===== config.mk =====
export PLATFORM = sky130hd
export DESIGN_NAME = spi_fifo
export DESIGN_NICKNAME = d
export VERILOG_FILES = /design/src/rtl/spi_fifo.sv
export SDC_FILE = /design/constraint.sdc
export NUM_CORES = 1
export LEC_CHECK = 0
export CAP_MARGIN = 20
export CORE_AREA = 2 2 150 152
export DETAILED_ROUTE_END_ITERATION = 12
export DIE_AREA = 0 0 152 154
export PLACE_DENSITY = 0.87
export SETUP_SLACK_MARGIN = 0.02
export SLEW_MARGIN = 40
export SYNTH_ARGS = -nofsm -noshare
export SYNTH_HDL_FRONTEND = slang
export SYNTH_SLANG_ARGS = --single-unit

===== constraint.sdc =====
create_clock -name clk -period 11.5 [get_ports clk]
set_input_delay 3.45 -clock clk [delete_from_list [all_inputs] [get_ports clk]]
set_output_delay 3.45 -clock clk [all_outputs]
set_load 0.005 [all_outputs]

===== src/rtl/spi_fifo.sv =====
// spi_fifo: buffered byte-stream front end for the SPI byte engine.
//
// The CPU pushes TX bytes and pops RX bytes through two word registers on the
// 68k bus. Queued TX bytes are handed to the engine one at a time. The byte the
// engine receives for each one is stored in the RX FIFO.
//
// Ports:
//   clk, reset_n         clock, synchronous active-low reset
//   data_write[15:0]     bus write data
//   data_read[15:0]      bus read data (registered)
//   addr[7:0]            register byte address (addr[7:1] = 0 ctl/data, 1 counts)
//   uds, lds, rw         upper/lower data strobes, 1 = read
//   ack                  one-cycle access acknowledge
//   xfer_start           one-cycle pulse, the engine starts a byte
//   xfer_tx[7:0]         byte to send, held from start until done
//   xfer_busy            engine active flag
//   xfer_rx[7:0]         received byte, valid once xfer_busy falls
//   irq                  level interrupt request (registered)
module spi_fifo #(
  parameter int unsigned DEPTH_LOG2 = 4
) (
  input  logic        clk,
  input  logic        reset_n,
  input  logic [15:0] data_write,
  output logic [15:0] data_read,
  input  logic [7:0]  addr,
  input  logic        uds,
  input  logic        lds,
  input  logic        rw,
  output logic        ack,
  output logic        xfer_start,
  output logic [7:0]  xfer_tx,
  input  logic        xfer_busy,
  input  logic [7:0]  xfer_rx,
  output logic        irq
);

  localparam int unsigned Depth = 1 << DEPTH_LOG2;

  typedef logic [DEPTH_LOG2-1:0] ptr_t;
  typedef logic [DEPTH_LOG2:0]   cnt_t;

  typedef enum logic [1:0] {StIdle, StWaitBusy, StWaitDone, StStore} state_e;

  state_e      state_q;
  logic [7:0]  tx_mem [Depth];
  logic [7:0]  rx_mem [Depth];
  ptr_t        tx_wr_ptr_q, tx_rd_ptr_q, rx_wr_ptr_q, rx_rd_ptr_q;
  cnt_t        tx_count_q, rx_count_q;
  logic        overrun_q, run_q, rx_store_q, tx_irq_en_q, rx_irq_en_q;
  logic        discard_q;
  logic        strobe_q;
  logic [15:0] data_read_q;
  logic        ack_q, irq_q, xfer_start_q;
  logic [7:0]  xfer_tx_q;

  // Bus decode; only the first cycle of a strobe assertion has side effects.
  logic strobe, strobe_edge, sel_ctl, sel_cnt, acc;
  logic wr_tx, wr_ctl, rd_rx, flush, clr_ovr;
  logic tx_empty, tx_full, rx_empty, rx_full, busy;
  logic tx_pop, tx_push, tx_drop, rx_pop, rx_push, rx_drop, store_req;
  logic [7:0] status;

  assign strobe      = uds | lds;
  assign strobe_edge = strobe & ~strobe_q;
  assign sel_ctl     = (addr[7:1] == 7'd0);
  assign sel_cnt     = (addr[7:1] == 7'd1);
  assign acc         = strobe_edge & (sel_ctl | sel_cnt);
  assign wr_tx       = acc & sel_ctl & ~rw & uds;
  assign wr_ctl      = acc & sel_ctl & ~rw & lds;
  assign rd_rx       = acc & sel_ctl & rw & uds;
  assign flush       = wr_ctl & data_write[7];
  assign clr_ovr     = wr_ctl & data_write[6];

  assign tx_empty = (tx_count_q == '0);
  assign tx_full  = tx_count_q[DEPTH_LOG2];
  assign rx_empty = (rx_count_q == '0);
  assign rx_full  = rx_count_q[DEPTH_LOG2];
  assign busy     = (state_q != StIdle) | ~tx_empty;

  // A pop in the same cycle frees a slot, so a push into a full FIFO still lands.
  assign tx_pop    = (state_q == StIdle) & run_q & ~tx_empty;
  assign tx_push   = wr_tx & (~tx_full | tx_pop);
  assign tx_drop   = wr_tx & ~tx_push;
  assign rx_pop    = rd_rx & ~rx_empty;
  assign store_req = (state_q == StStore) & rx_store_q & ~discard_q & ~flush;
  assign rx_push   = store_req & (~rx_full | rx_pop);
  assign rx_drop   = store_req & ~rx_push;

  assign status = {tx_full, tx_empty, rx_full, rx_empty, overrun_q,
                   tx_irq_en_q, rx_irq_en_q, busy};

  logic unused_bits;
  assign unused_bits = ^{data_write[5:4], addr[0]};

  // Storage arrays need no reset; the pointers define what is valid.
  always_ff @(posedge clk) begin
    if (tx_push) tx_mem[tx_wr_ptr_q] <= data_write[15:8];
    if (rx_push) rx_mem[rx_wr_ptr_q] <= xfer_rx;
  end

  always_ff @(posedge clk) begin
    if (!reset_n) begin
      tx_wr_ptr_q <= '0;
      tx_rd_ptr_q <= '0;
      rx_wr_ptr_q <= '0;
      rx_rd_ptr_q <= '0;
      tx_count_q  <= '0;
      rx_count_q  <= '0;
      overrun_q   <= 1'b0;
      run_q       <= 1'b1;
      rx_store_q  <= 1'b1;
      tx_irq_en_q <= 1'b0;
      rx_irq_en_q <= 1'b0;
      discard_q   <= 1'b0;
      strobe_q    <= 1'b0;
      data_read_q <= '0;
      ack_q       <= 1'b0;
      irq_q       <= 1'b0;
    end else begin
      strobe_q <= strobe;
      ack_q    <= acc;

      if (flush) begin
        tx_wr_ptr_q <= '0;
        tx_rd_ptr_q <= '0;
        rx_wr_ptr_q <= '0;
        rx_rd_ptr_q <= '0;
        tx_count_q  <= '0;
        rx_count_q  <= '0;
      end else begin
        if (tx_push) tx_wr_ptr_q <= tx_wr_ptr_q + 1'b1;
        if (tx_pop)  tx_rd_ptr_q <= tx_rd_ptr_q + 1'b1;
        if (tx_push && !tx_pop)      tx_count_q <= tx_count_q + 1'b1;
        else if (!tx_push && tx_pop) tx_count_q <= tx_count_q - 1'b1;
        if (rx_push) rx_wr_ptr_q <= rx_wr_ptr_q + 1'b1;
        if (rx_pop)  rx_rd_ptr_q <= rx_rd_ptr_q + 1'b1;
        if (rx_push && !rx_pop)      rx_count_q <= rx_count_q + 1'b1;
        else if (!rx_push && rx_pop) rx_count_q <= rx_count_q - 1'b1;
      end

      // A drop in the same cycle as a clear request wins so no loss goes unseen.
      if (tx_drop || rx_drop) overrun_q <= 1'b1;
      else if (clr_ovr)       overrun_q <= 1'b0;

      if (wr_ctl) begin
        tx_irq_en_q <= data_write[3];
        rx_irq_en_q <= data_write[2];
        rx_store_q  <= data_write[1];
        run_q       <= data_write[0];
      end

      // Flushing while a byte is with the engine: drop its reply at STORE.
      if (state_q == StStore) discard_q <= 1'b0;
      else if (flush && (state_q != StIdle || tx_pop)) discard_q <= 1'b1;

      if (acc && rw) begin
        if (sel_ctl) begin
          if (uds) data_read_q[15:8] <= rx_empty ? 8'h00 : rx_mem[rx_rd_ptr_q];
          if (lds) data_read_q[7:0]  <= status;
        end else begin
          if (uds) data_read_q[15:8] <= 8'(rx_count_q);
          if (lds) data_read_q[7:0]  <= 8'(tx_count_q);
        end
      end

      irq_q <= (rx_irq_en_q & ~rx_empty) | (tx_irq_en_q & tx_empty & (state_q == StIdle));
    end
  end

  // Dispatch FSM: one byte in flight at a time.
  always_ff @(posedge clk) begin
    if (!reset_n) begin
      state_q      <= StIdle;
      xfer_start_q <= 1'b0;
      xfer_tx_q    <= '0;
    end else begin
      xfer_start_q <= 1'b0;
      unique case (state_q)
        StIdle: begin
          if (tx_pop) begin
            xfer_start_q <= 1'b1;
            xfer_tx_q    <= tx_mem[tx_rd_ptr_q];
            state_q      <= StWaitBusy;
          end
        end
        StWaitBusy: if (xfer_busy)  state_q <= StWaitDone;
        StWaitDone: if (!xfer_busy) state_q <= StStore;
        StStore:    state_q <= StIdle;
        default:    state_q <= StIdle;
      endcase
    end
  end

  assign data_read  = data_read_q;
  assign ack        = ack_q;
  assign irq        = irq_q;
  assign xfer_start = xfer_start_q;
  assign xfer_tx    = xfer_tx_q;

endmodule


# Word-level counts from Yosys, hierarchy flattened
# Memories as Yosys holds them, arrays and structs flattened. A register that Yosys moved wholly into a read port is not among the register bits.
# Cells that the tools add are included.
[totals]
word_cells = 127
inputBits = 38
ff_bits = 54
ram_bits = 256
mem_count = 2
[op_classes]
mux = 23
eq_ne = 7
n_reduce_logical = 28
add_sub_neg = 8
n_bitwise = 40
[memory_table]
columns = ["memory", "words", "word_bits", "rd", "rd_ports_with_merged_regs", "write_ports", "line_no", "source"]
rows = [
  ["rx_mem", 16, 8, 1, 1, 1, "47", "logic [7:0] rx_mem [Depth];"],
  ["tx_mem", 16, 8, 1, 1, 1, "46", "logic [7:0] tx_mem [Depth];"],
]
[ops]
columns = ["cell", "count"]
rows = [
  ["two-way mux 8 bit", 5],
  ["AND 1 bit", 23],
  ["two-way mux 5 bit", 4],
  ["adder 4 x 1 -> 4 bit, second input constant", 4],
  ["two-way mux 16 bit", 1],
  ["inverter 1 bit", 11],
  ["adder 5 x 1 -> 5 bit, second input constant", 2],
  ["logical NOT 5 bit", 2],
  ["subtractor 5 x 1 -> 5 bit, second input constant", 2],
  ["two-way mux 4 bit", 2],
  ["case mux 2 bit (4 select lines)", 1],
  ["AND reduction 2 bit", 4],
  ["nonzero test 2 bit", 4],
  ["== test 7 x 1 -> 1 bit, second input constant", 1],
  ["logical NOT 7 bit", 1],
  ["two-way mux 1 bit", 7],
  ["logical AND 1 bit", 6],
  ["two-way mux 2 bit", 3],
  ["!= test 2 bit, second input constant", 3],
  ["OR 1 bit", 6],
  ["logical NOT 1 bit", 5],
  ["== test 2 bit, second input constant", 2],
  ["OR reduction 2 bit", 2],
  ["AND reduction 3 bit", 1],
  ["other kinds (3)", 4],
]

# Logic depth before layout (Yosys ltp)
# Gate-level depths: netlist of run 1.
[depth]
ltp_word = 14
depth_mapped = 14
depth_no_buf = 13

# Least setup slack after synthesis of run 1
# Ideal clock, no wire load.
[synth_path]
kind = "input port to flip-flop"
start = "input port addr[2]"
end = "register rx_count_q[4]"
slack_ps = 5284
path_stages = 13
arrival_time_ps = 6144
required_ps = 11428
n_path_buf = 2
path_cell_list = "or4_4 o31ai_4 and3_1 buf_2 buf_6 ha_1 inv_1 fa_1 a21o_1 a21oi_1 xnor2_1 or3_1 a21oi_1"
[synth_between]
elab_chain_cells = 13
elab_cells_between_ends = 22
[synth_rtl]
columns = ["item", "line_no", "source"]
rows = [
  ["from (decl)", "26", "input logic [7:0] addr,"],
  ["== test 7 x 1 -> 1 bit / logical NOT 7 bit (equally long branches)", "67, 66", ""],
  ["OR 1 bit", "68", "assign acc = strobe_edge & (sel_ctl | sel_cnt);"],
  ["AND 1 bit", "68", ""],
  ["AND 1 bit *", "70, 71", ""],
  ["AND 1 bit (2 in a row)", "70", "assign wr_ctl = acc & sel_ctl & ~rw & lds;"],
  ["AND 1 bit", "72", "assign flush = wr_ctl & data_write[7];"],
  ["inverter 1 bit", "86", "assign store_req = (state_q == StStore) & rx_store_q & ~discard_q & ~flush;"],
  ["AND 1 bit", "86", ""],
  ["AND 1 bit *", "87", "assign rx_push = store_req & (~rx_full | rx_pop);"],
  ["via rx_push", "61", "logic tx_pop, tx_push, tx_drop, rx_pop, rx_push, rx_drop, store_req;"],
  ["logical NOT 1 bit", "139", "else if (!rx_push && rx_pop) rx_count_q <= rx_count_q - 1'b1;"],
  ["logical AND 1 bit", "139", ""],
  ["nonzero test 2 bit (no source line)", "-", ""],
  ["to (signal assigned)", "138", "if (rx_push && !rx_pop) rx_count_q <= rx_count_q + 1'b1;"],
  ["to (signal assigned)", "139", ""],
  ["to (decl)", "49", "cnt_t tx_count_q, rx_count_q;"],
]
# Mark *: on every way through the listed nets, which the timed path passes. The rest lies on a longest branch.
# A chain may end at the register's enable or synchronous reset.

# Final worst setup path of run 1
[layout_path]
start = "input port addr[4]"
end = "register rx_count_q[4]"
[layout_between]
elab_chain_cells = 13
elab_cells_between_ends = 22
[layout_rtl]
columns = ["item", "line_no"]
rows = [
  ["== test 7 x 1 -> 1 bit / logical NOT 7 bit (equally long branches)", "67, 66"],
  ["OR 1 bit", "68"],
  ["AND 1 bit", "68"],
  ["AND 1 bit *", "70, 71"],
  ["AND 1 bit (2 in a row)", "70"],
  ["AND 1 bit", "72"],
  ["inverter 1 bit", "86"],
  ["AND 1 bit", "86"],
  ["AND 1 bit", "87"],
  ["logical NOT 1 bit", "139"],
  ["logical AND 1 bit", "139"],
  ["nonzero test 2 bit (no source line)", "-"],
]
# Mark *: on every way between the ends. The rest lies on a longest branch, timed or not.

==> parameters.txt, run 1 <==
Parameter                              Value

Drt
  Detailed-route via count ... about 7300
  Remaining routing DRC violations ... 0
  First-pass iteration count of the detailed router ... 5
  Total met3 wirelength after detailed routing ... around 2200 um
  DR iter-0 viols ... about 840
  DR top layer ... met4
  Avg WL per Cell ... 23.89 um
  Met2 layer wire length in the routed design ... 13700 um
  Number of nets with antenna violations after routing ... 0
  DR vias/cell ... 6.389
  Total wirelength of the detailed-routed design ... about 27000 um
  Wire length the detailed router placed on met1 ... ~11000 um

Critical path
  Reg-to-reg critical path endpoint ... tx_count_q[4]
  Data required time of the critical path ... around 12 ns
  Most frequent cell on the critical path ... a21oi_1
  Internal reg-to-reg setup slack ... approximately 8 ns
  Launching element of the worst setup path ... addr[4]
  Master of the slowest instance on the critical path ... or4_4
  Critical path class ... in2reg
  Reg-to-reg critical path startpoint ... state_q[0]
  Crit path capture type ... flip-flop
  Data arrival time of the worst path ... approximately 7.0 ns
  CP Launch Type ... input port
  Depth of the worst register-to-register path ... 13
  Crit-path max cell delay ... 0.59 ns
  CP cell instances ... clkdlybuf4s50_1 -> or4_4 -> o31ai_4 -> and3_1 -> ha_1 -> inv_1 -> fa_1 -> a21o_1 -> a21oi_1 -> xnor2_1 -> or3_1 -> a21oi_1
  Worst-path maximum fanout ... 12

Pwr
  Highest ir drop seen on vdd ... 0.1780 mV
  Static Leak ... a little under 5 nW
  Power density over the cells ... approximately 190 mW/mm^2

Logic synthesis
  Simple-gate area share of the yosys netlist ... ~7%
  Synthesized-area fraction occupied by adder cells ... about 2.5%
  Share of synthesized flip-flops with an asynchronous set or reset ... 0%
  Number of standard cells after synthesis ... between 700 and 800
  Portion of netlist area occupied by mux cells ... 12.71%
  Post-synthesis average cell area ... 16.78 um^2
  Yosys reg bits ... approximately 320
  Count of flip-flops with a built-in enable after synthesis ... ~260
  Synthesized-area fraction occupied by ao, oa, aoi and oai cells ... 4.895%
  Warnings, synthesis ... 0
  Xor/xnor share of the synthesized area ... ~1.4%
  Post-synthesis sequential area ratio ... 69.65%
  Synth unique cells ... between 50 and 60
  Main combinational cell family by area after synthesis ... multiplexers
  Synth Net Count ... 834
  Top flip-flop cell by instance count after synthesis ... edfxtp_1
  Total standard cell area after synthesis ... roughly 0.013 mm^2

Place
  Number of instances in the placed design ... 1079
  Routability-driven placement congestion ratio ... approximately 0.79
  Post-detail-place hpwl ... 16640 um
  Quantity of I/O buffers inserted on ports ... 61

Floorplan
  Standard cell core area ... 0.02169 mm^2
  Height of the die ... 154 um
  I/O pin count ... 65
  X dimension of the die ... ~150 um
  Row Count ... 54
  Initial standard-cell utilization of the core ... 59.64%
  Floorplan die area ... around 0.023 mm^2

Timing
  Fin crit share ... a little under three fifths
  Worst clock skew ... approximately 0.037 ns
  Final Hold Fails ... 0
  Timing-limited maximum frequency ... approximately 150 MHz
  Max-slew headroom at the worst pin ... 42.78%
  Final total negative setup slack ... 0 ns
  Setup-failing EPs final ... 0
  Actual slew at the worst max-slew pin ... 0.8537 ns
  Final Max Slew Viols ... 0
  RSZ-0062 raised after global routing ... no
  Worst Hold Slack ... between 0.4 and 0.5 ns
  Final min period ... about 6.5 ns

Clock network
  Post-CTS Repair Setup Buffers ... 0
  Source-to-sink clock delay at the later pin of the worst-skew pair ... around 0.53 ns
  TritonCTS sink count ... about 320
  Cell chosen for the clock root ... clkbuf_16
  Hold bufs inserted after CTS ... 0
  Maximum level of the CTS H-tree ... 2
  Number of buffers on the longest clock path ... 3
  Clk slew on worst S/H paths ... 0.05 ns
  CTS tree ... built
  Number of gates given a new drive strength after cts ... 0
  Number of buffers created by CTS ... 34

Cells and area
  Post-layout net count ... roughly 900
  Final Instance Count excl. Fillers ... 1140
  N_diodes ... 0
  Area growth syn-to-layout ... 15.14%
  Fraction of layout instances using a drive strength above 1 ... between 15 and 20%
  Fillcell total ... ~1300
  Highest-count cells in the layout ignoring fill and taps ... 256 x edfxtp_1, 64 x mux4_2, 64 x dfxtp_1
  Most common library cell in the layout ignoring fill and taps ... edfxtp_1

GRT
  GRT Overall Usage ... a little under a quarter
  Wire length of the first global-routing pass ... 42350 um
  Number of global-route vias before repair ... 7482
  Largest net degree at the start of global routing ... 33
  Antenna violations before repair ... 0
  GRT overflow ... 0

Outcome
  Outcome ... complete, no violations

Min path
  Min-delay worst type ... reg2reg
  Worst Hold Path Cells ... 2
  Capture endpoint of the worst hold path ... data_read[5]
  Hold Crit Start ... data_read[5]

Job
  Max-cap violations ... 0
worst max path at each step:
stage / endpoint / depth (start not counted)
2_1_floorplan: rx_count_q[4] / 13
3_3_place_gp: rx_count_q[4] / 12
3_5_place_dp: rx_count_q[4] / 12
4_1_cts: rx_count_q[4] / 12
5_1_grt: rx_count_q[4] / 12
6_report: rx_count_q[4] / 12
cells by family (layout without fill, tap and decap cells):
logic type / after synthesis / after routing
XOR/XNOR: 20 / 20
AND/OR/NAND/NOR: 174 / 174
flip-flops: 322 / 322
multiplexers: 84 / 84
buffers and inverters: 54 / 143
AO/OA/AOI/OAI: 92 / 92
adder cells (fa/ha/maj): 25 / 25
flip-flops by register name (all words and copies together) (netlist names), 2 cells and up, named ones only:
signal / flops
rx_wr_ptr_q: 4
rx_mem: 128
tx_rd_ptr_q: 4
tx_count_q: 5
rx_rd_ptr_q: 4
state_q: 2
tx_mem: 128
rx_count_q: 5
xfer_tx: 8
tx_wr_ptr_q: 4
data_read: 16
metrics by stage:
stage | worst slack (ns) | instance area, um^2 | util [%] | power (mW)
after floorplan | 5.284 | 12930 | - | 1.629
after global placement | 4.536 | 13760 | 63.45 | 1.737
after detailed placement | 4.499 | 13770 | 63.49 | 1.755
after CTS | 4.987 | 14870 | 68.58 | 2.839
after global routing | 4.749 | 14890 | 68.67 | 2.922
final | 4.955 | 14890 | 68.67 | 2.829
power by group:
part	internal [mW]	switching (mW)	leakage, nW
clock	0.651	0.438	0.533
sequential	1.29	0.0420	2.84
combinational	0.191	0.214	1.48
total	2.13	0.694	4.85
layout make-up:
cell class	instances	area, um^2	share of cell area, %
Clock buffer	47	913.4	6.133
Clock inverter	14	190.2	1.277
Inverter	12	45.04	0.3024
Multi-Input combinational cell	395	3702	24.86
Sequential cell	322	9014	60.52
Tap cell	280	350.3	2.352
Timing Repair Buffer	70	678.2	4.553
critical path, delay by kind of cell:
family | cells | cell delay, ns
AND/OR/NAND/NOR | 3 | 1.42
adder cells (fa/ha/maj) | 2 | 0.69
AO/OA/AOI/OAI | 4 | 0.76
XOR/XNOR | 1 | 0.09
buffers and inverters | 2 | 0.56
cells in the mapped netlist (12+ instances only):
cell type	count	area, um^2
dfxtp_1	66	1321
nand2_1	33	123.9
mux4_2	64	1441
buf_2	12	60.06
nor2_1	62	232.7
ha_1	23	287.8
clkbuf_1	13	48.80
xnor2_1	12	105.1
mux2i_1	18	180.2
edfxtp_1	256	7687
a22oi_1	28	210.2
a21oi_1	28	140.1
nand3_1	14	70.07
routing by layer:
layer,global-route usage [%],up-vias
met1,31.84,3695
met2,39.32,368
li1,-,3161
met4,8.189,0
met5,0,-
met3,3.974,60
Power figures use the tool's default switching activity.
==> run 2, diff against run 1 <==
--- a/config.mk
+++ b/config.mk
@@ -6,10 +6,10 @@
 export NUM_CORES = 1
 export LEC_CHECK = 0
 export CAP_MARGIN = 20
-export CORE_AREA = 2 2 150 152
+export CORE_AREA = 2 2 158 160
 export DETAILED_ROUTE_END_ITERATION = 12
-export DIE_AREA = 0 0 152 154
-export PLACE_DENSITY = 0.87
+export DIE_AREA = 0 0 160 162
+export PLACE_DENSITY = 0.83
 export SETUP_SLACK_MARGIN = 0.02
 export SLEW_MARGIN = 40
 export SYNTH_ARGS = -nofsm -noshare
==> constraint.sdc (replaced) <==
create_clock -name clk -period 5.9 [get_ports clk]
set_input_delay 1.77 -clock clk [delete_from_list [all_inputs] [get_ports clk]]
set_output_delay 1.77 -clock clk [all_outputs]
set_load 0.005 [all_outputs]
==> parameters.txt, run 2 (synthesized netlist as in run 1, its figures left out) <==
Parameter                              Value

Drt
  Remaining routing DRC violations ... 0 (unchanged)
  Met2 layer wire length in the routed design ... 14240 um (+3.9%)
  Total met3 wirelength after detailed routing ... 1818 um (-19%)
  Detailed-route via count ... 7138 (-2.0%)
  DR iter-0 viols ... 670 (-20%)
  DR top layer ... met4
  Total wirelength of the detailed-routed design ... 27350 um (+0.44%)
  Avg WL per Cell ... 23.08 um (-3.4%)
  First-pass iteration count of the detailed router ... 6 (+1)
  DR vias/cell ... 6.024 (-5.7%)
  Number of nets with antenna violations after routing ... 0 (unchanged)
  Wire length the detailed router placed on met1 ... 10560 um (-0.52%)

Place
  Post-detail-place hpwl ... 17080 um (+2.6%)
  DP Area ... 0.01383 mm^2 (+0.47%)
  Routability-driven placement congestion ratio ... 0.8386 (+6.7%)
  Quantity of I/O buffers inserted on ports ... 61 (unchanged)

Pwr
  Highest ir drop seen on vdd ... 0.2872 mV (+61%)
  Post-layout total power ... 5.571 mW (+97%)
  Static Leak ... 4.880 nW (+0.60%)
  Power density over the cells ... 371.0 mW/mm^2 (+95%)

Floorplan
  Floorplan die area ... 0.02592 mm^2 (+11%)
  Initial standard-cell utilization of the core ... 53.66% (-6.0 points)
  Row Count ... 57 (+5.6%)
  I/O pin count ... 65 (unchanged)
  Height of the die ... 162 um (+5.2%)
  Standard cell core area ... 0.02411 mm^2 (+11%)
  X dimension of the die ... 160 um (+5.3%)

Cells and area
  Post-layout net count ... 899 (+0.11%)
  Fin util ... 62.29% (-6.4 points)
  Fraction of layout instances using a drive strength above 1 ... 18.58% (+0.68 points)
  N_diodes ... 0 (unchanged)
  Most common library cell in the layout ignoring fill and taps ... edfxtp_1
  Area growth syn-to-layout ... 16.09%
  Highest-count cells in the layout ignoring fill and taps ... 256 x edfxtp_1, 64 x mux4_2, 63 x dfxtp_1
  Final design area excluding fillers ... 0.01502 mm^2 (+0.82%)

Timing
  Final total negative setup slack ... 0 ns (unchanged)
  Final min period ... a little under 5 ns
  RSZ-0062 raised after global routing ... no
  Final Hold Fails ... 0 (unchanged)
  Worst Hold Slack ... 0.4600 ns (+0.002814 ns)
  Timing-limited maximum frequency ... 203.7 MHz
  Final Max Slew Viols ... 0 (unchanged)
  Actual slew at the worst max-slew pin ... 0.8542 ns (+0.0005027 ns)
  Fin crit share ... roughly 83%
  Setup-failing EPs final ... 0 (unchanged)
  Max-slew headroom at the worst pin ... 42.74% (about the same)
  Worst clock skew ... 0.01430 ns (-0.02265 ns)

Clock network
  Clk slew on worst S/H paths ... 0.06 ns (about the same)
  Hold bufs inserted after CTS ... 0 (unchanged)
  Maximum level of the CTS H-tree ... 2 (unchanged)
  CTS tree ... built
  Cell chosen for the clock root ... clkbuf_16
  Number of buffers on the longest clock path ... 3 (unchanged)
  Source-to-sink clock delay at the later pin of the worst-skew pair ... 0.50 ns (-0.03 ns)
  Post-CTS Repair Setup Buffers ... 0 (unchanged)
  TritonCTS sink count ... 322 (unchanged)
  Number of gates given a new drive strength after cts ... 0 (unchanged)
  Number of buffers created by CTS ... 34 (unchanged)

Outcome
  Outcome ... complete, no violations

GRT
  GRT Overall Usage ... 21.25% (-2.3 points)
  Antenna violations before repair ... 0 (unchanged)
  Largest net degree at the start of global routing ... 33 (unchanged)
  Wire length of the first global-routing pass ... 41800 um (-1.3%)
  GRT overflow ... 0 (unchanged)
  Number of global-route vias before repair ... 7368 (-1.5%)

Min path
  Worst Hold Path Cells ... 2 (unchanged)
  Min-delay worst type ... reg2reg

Critical path
  Data arrival time of the worst path ... 5.33 ns (-1.64 ns)
  Worst-path maximum fanout ... 12 (unchanged)
  Crit path capture type ... flip-flop
  Data required time of the critical path ... 6.32 ns (-5.61 ns)
  Critical path class ... in2reg
  Depth of the worst register-to-register path ... 13 (unchanged)
  CP Launch Type ... input port

Job
  Max-cap violations ... 0 (unchanged)
## run 2: cell count changes in the layout (fill, tap and decap cells not counted), sizes merged
cell,before,now
buf,9,10
clkinv,7,16
clkbuf,47,39
inv,15,12
clkinvlp,0,1
bufinv,4,5
## run 2: final cells by class
type | instances | area (um^2)
well taps | 324 | 405.4
repair buffers | 71 | 685.7
flip-flops and latches | 322 | 9015
clock buffers | 39 | 900.9
multi-input cells | 395 | 3707
clock inverters | 22 | 256.5
fillers | 1700 | 9090
inverters | 12 | 45.04
## run 2: critical path, stage by stage
cell,delay (ns)
clkdlybuf4s50_1,0.43
or4_4,0.61
o31ai_4,0.30
and3_1,0.47
ha_1,0.27
inv_1,0.10
fa_1,0.41
a21o_1,0.18
a21oi_1,0.22
xnor2_1,0.10
or3_1,0.31
a21oi_1,0.15
## run 2: worst paths after layout
check / from / to / slack [ns]
hold reg to reg: data_read[7] / data_read[7] / 0.46
setup reg to reg: state_q[0] / tx_count_q[4] / 2.44
hold / removal: data_read[7] / data_read[7] / 0.46
setup / recovery: addr[2] / rx_count_q[4] / 0.99
## run 2: metal layers
metal | global-route usage [%] | vias up
li1 | - | 3150
met1 | 26.87 | 3603
met2 | 37.31 | 333
met3 | 3.882 | 52
met4 | 7.412 | 0
met5 | 0 | -
## run 2: report_power, final
| part | leakage, nW | switching, mW | total (mW) | internal [mW] |
|---|---|---|---|---|
| clock network | 0.568 | 0.847 | 2.17 | 1.32 |
| logic | 1.48 | 0.431 | 0.804 | 0.373 |
| registers | 2.84 | 0.0786 | 2.60 | 2.52 |
| total | 4.88 | 1.36 | 5.57 | 4.22 |
## run 2: per-stage QoR
step | setup WS [ns] | std cells
after floorplan | 1.364 | 771
after global placement | 0.6182 | 1124
after detailed placement | 0.5628 | 1124
after CTS | 1.028 | 1185
after global routing | 0.8310 | 1185
final | 0.9898 | 1185
==> run 3, diff against run 2 <==
--- a/config.mk
+++ b/config.mk
@@ -6,10 +6,10 @@
 export NUM_CORES = 1
 export LEC_CHECK = 0
 export CAP_MARGIN = 20
-export CORE_AREA = 2 2 158 160
+export CORE_AREA = 2 2 150 152
 export DETAILED_ROUTE_END_ITERATION = 12
-export DIE_AREA = 0 0 160 162
-export PLACE_DENSITY = 0.83
+export DIE_AREA = 0 0 152 154
+export PLACE_DENSITY = 0.87
 export SETUP_SLACK_MARGIN = 0.02
 export SLEW_MARGIN = 40
 export SYNTH_ARGS = -nofsm -noshare
==> constraint.sdc (replaced) <==
create_clock -name clk -period 4.9 [get_ports clk]
set_input_delay 1.47 -clock clk [delete_from_list [all_inputs] [get_ports clk]]
set_output_delay 1.47 -clock clk [all_outputs]
set_load 0.005 [all_outputs]
==> parameters.txt, run 3 (synthesized netlist as in run 1, its figures left out) <==
Parameter                              Value

Critical path
  Data required time of the critical path ... 5.40 ns (-0.92 ns)
  Worst-path maximum fanout ... 6 (-6)
  Master of the slowest instance on the critical path ... nor4_2
  Crit path capture type ... flip-flop
  Internal reg-to-reg setup slack ... 1.58 ns (-0.86 ns)
  Most frequent cell on the critical path ... a21oi_1
  CP Launch Type ... input port
  CP cell instances ... clkdlybuf4s50_1 -> nor4_2 -> and4_1 -> and2_1 -> ha_1 -> inv_1 -> fa_1 -> a21o_1 -> a21oi_1 -> xnor2_1 -> or3_1 -> a21oi_1
  Data arrival time of the worst path ... 4.72 ns (-0.61 ns)
  Critical path class ... in2reg
  Crit-path max cell delay ... 0.50 ns (-0.11 ns)

GRT
  GR Util met2 ... 39.45% (+2.1 points)
  Global-route track usage on met3 ... 3.241% (-0.64 points)
  GRT overflow ... 0 (unchanged)
  Global routing's busiest layer ... met2
  Wire length of the first global-routing pass ... 41200 um (-1.4%)
  Largest net degree at the start of global routing ... 33 (unchanged)
  GRT Overall Usage ... 22.74% (+1.5 points)
  Met1 track demand over resource in global routing ... 29.76% (+2.9 points)
  Number of global-route vias before repair ... 7330 (-0.52%)
  Antenna violations before repair ... 0 (unchanged)

Clock network
  TritonCTS sink count ... 322 (unchanged)
  Source-to-sink clock delay at the later pin of the worst-skew pair ... 0.57 ns (+0.07 ns)
  CTS tree ... built
  Number of buffers on the longest clock path ... 3 (unchanged)
  Post-CTS Repair Setup Buffers ... 0 (unchanged)
  Hold bufs inserted after CTS ... 0 (unchanged)
  Cell chosen for the clock root ... clkbuf_16
  Number of gates given a new drive strength after cts ... 0 (unchanged)
  Clk slew on worst S/H paths ... 0.06 ns (about the same)
  Maximum level of the CTS H-tree ... 1 (-1)
  Number of buffers created by CTS ... 31 (-8.8%)

Floorplan
  Initial standard-cell utilization of the core ... 59.64% (+6.0 points)
  X dimension of the die ... 152 um (-5.0%)
  Height of the die ... 154 um (-4.9%)
  Row Count ... 54 (-5.3%)
  Standard cell core area ... 0.02169 mm^2 (-10%)
  Floorplan die area ... 0.02341 mm^2 (-9.7%)
  I/O pin count ... 65 (unchanged)

Pwr
  Power density over the cells ... 431.4 mW/mm^2 (+16%)
  Sw power ... 1.581 mW (+17%)
  Internal power ... 4.839 mW (+15%)
  Proportion of total power due to net switching ... 24.63% (+0.29 points)
  Relative contribution of combinational cells to total power ... 14.8% (+0.4 points)
  Highest ir drop seen on vdd ... 0.3297 mV (+15%)
  Clock group share of total power ... 36.5% (-2.4 points)
  Static Leak ... 4.886 nW (+0.12%)
  Post-layout total power ... 6.420 mW (+15%)
  Sequential cell fraction of total power ... 48.7% (+2.1 points)

Timing
  Max-slew headroom at the worst pin ... 46.38% (+3.6 points)
  Final Hold Fails ... 0 (unchanged)
  Timing-limited maximum frequency ... roughly 240 MHz
  Min setup slack post-route ... 0.6831 ns (-0.3067 ns)
  Final total negative setup slack ... 0 ns (unchanged)
  Setup-failing EPs final ... 0 (unchanged)
  Fin crit share ... roughly 86%
  Final Max Slew Viols ... 0 (unchanged)
  Final min period ... roughly 4.2 ns
  Worst clock skew ... 0.03007 ns (+0.01577 ns)
  RSZ-0062 raised after global routing ... no
  Actual slew at the worst max-slew pin ... 0.8014 ns (-0.05282 ns)

Place
  Quantity of I/O buffers inserted on ports ... 61 (unchanged)
  Routability-driven placement congestion ratio ... 0.8590 (+2.4%)
  Post-detail-place hpwl ... 16850 um (-1.4%)
  Number of instances in the placed design ... 1096 (-2.5%)
  Pre-CTS setup slack ... 0.1123 ns (-0.4506 ns)

Drt
  Number of nets with antenna violations after routing ... 0 (unchanged)
  DR iter-0 viols ... 654 (-2.4%)
  DR vias/cell ... 6.285 (+4.3%)
  Detailed-route via count ... 7222 (+1.2%)
  Total wirelength of the detailed-routed design ... 26780 um (-2.1%)
  Avg WL per Cell ... 23.30 um (+0.96%)
  Remaining routing DRC violations ... 0 (unchanged)
  First-pass iteration count of the detailed router ... 4 (-2)

Cells and area
  Final Instance Count excl. Fillers ... 1149 (-3.0%)
  Post-layout net count ... 912 (+1.4%)
  N_diodes ... 0 (unchanged)
  Highest-count cells in the layout ignoring fill and taps ... 256 x edfxtp_1, 64 x mux4_2, 64 x dfxtp_1
  Fillcell total ... 1315 (-23%)
  Fin util ... 68.63% (+6.3 points)
  Area growth syn-to-layout ... 15.07%
  Most common library cell in the layout ignoring fill and taps ... edfxtp_1
  Fraction of layout instances using a drive strength above 1 ... 18.53% (-0.056 points)

Outcome
  Outcome ... complete, no violations

Job
  Max-cap violations ... 0 (unchanged)

Min path
  Min-delay worst type ... reg2reg
-- run 3: worst paths after layout --
| check | from | to | cells after the start |
|---|---|---|---|
| worst max-delay path | addr[2] | tx_count_q[4] | 12 |
| worst min-delay path | data_read[0] | data_read[0] | 2 |
| worst max register to register | state_q[0] | tx_count_q[4] | 13 |
| worst min register to register | data_read[0] | data_read[0] | 2 |
-- run 3: metrics by stage --
stage / area, um^2 / hold slack, ns
global placement: 13890 / 0.4419
floorplan: 12930 / 0.4418
global route: 14880 / 0.4741
detailed placement: 13890 / 0.4462
CTS: 14880 / 0.4554
finish: 14880 / 0.4518
-- run 3: layout make-up --
class	count	area (um^2)	area share (%)
Inverter	12	45.04	0.3026
Timing Repair Buffer	87	805.8	5.414
Multi-Input combinational cell	395	3680	24.72
Clock buffer	31	775.7	5.212
Sequential cell	322	9014	60.56
Tap cell	280	350.3	2.354
Clock inverter	22	214.0	1.437
-- run 3: metal layers --
layer  vias up  share of wire [%]
li1       3177                  -
met3        59                7.0
met2       332                 51
met4         0                2.7
met1      3654                 39
met5         -                  0
-- run 3: critical path, delay by kind of cell --
family                     cells  cell delay [ns]
and+or+nand+nor                4             1.47
xor gates and xnor gates       1             0.10
adders and majority gates      2             0.65
buffers and inverters          2             0.55
AOI/OAI and AO/OA              3             0.47
-- run 3: power by group through the flow --
stage | logic, mW | clock network, mW | registers (mW)
CTS | 0.949 | 2.37 | 3.13
global route | 1.03 | 2.47 | 3.14
finish | 0.947 | 2.34 | 3.13
floorplan | 0.676 | 0 | 3.15
global placement | 0.904 | 0 | 3.18
detailed placement | 0.929 | 0 | 3.19
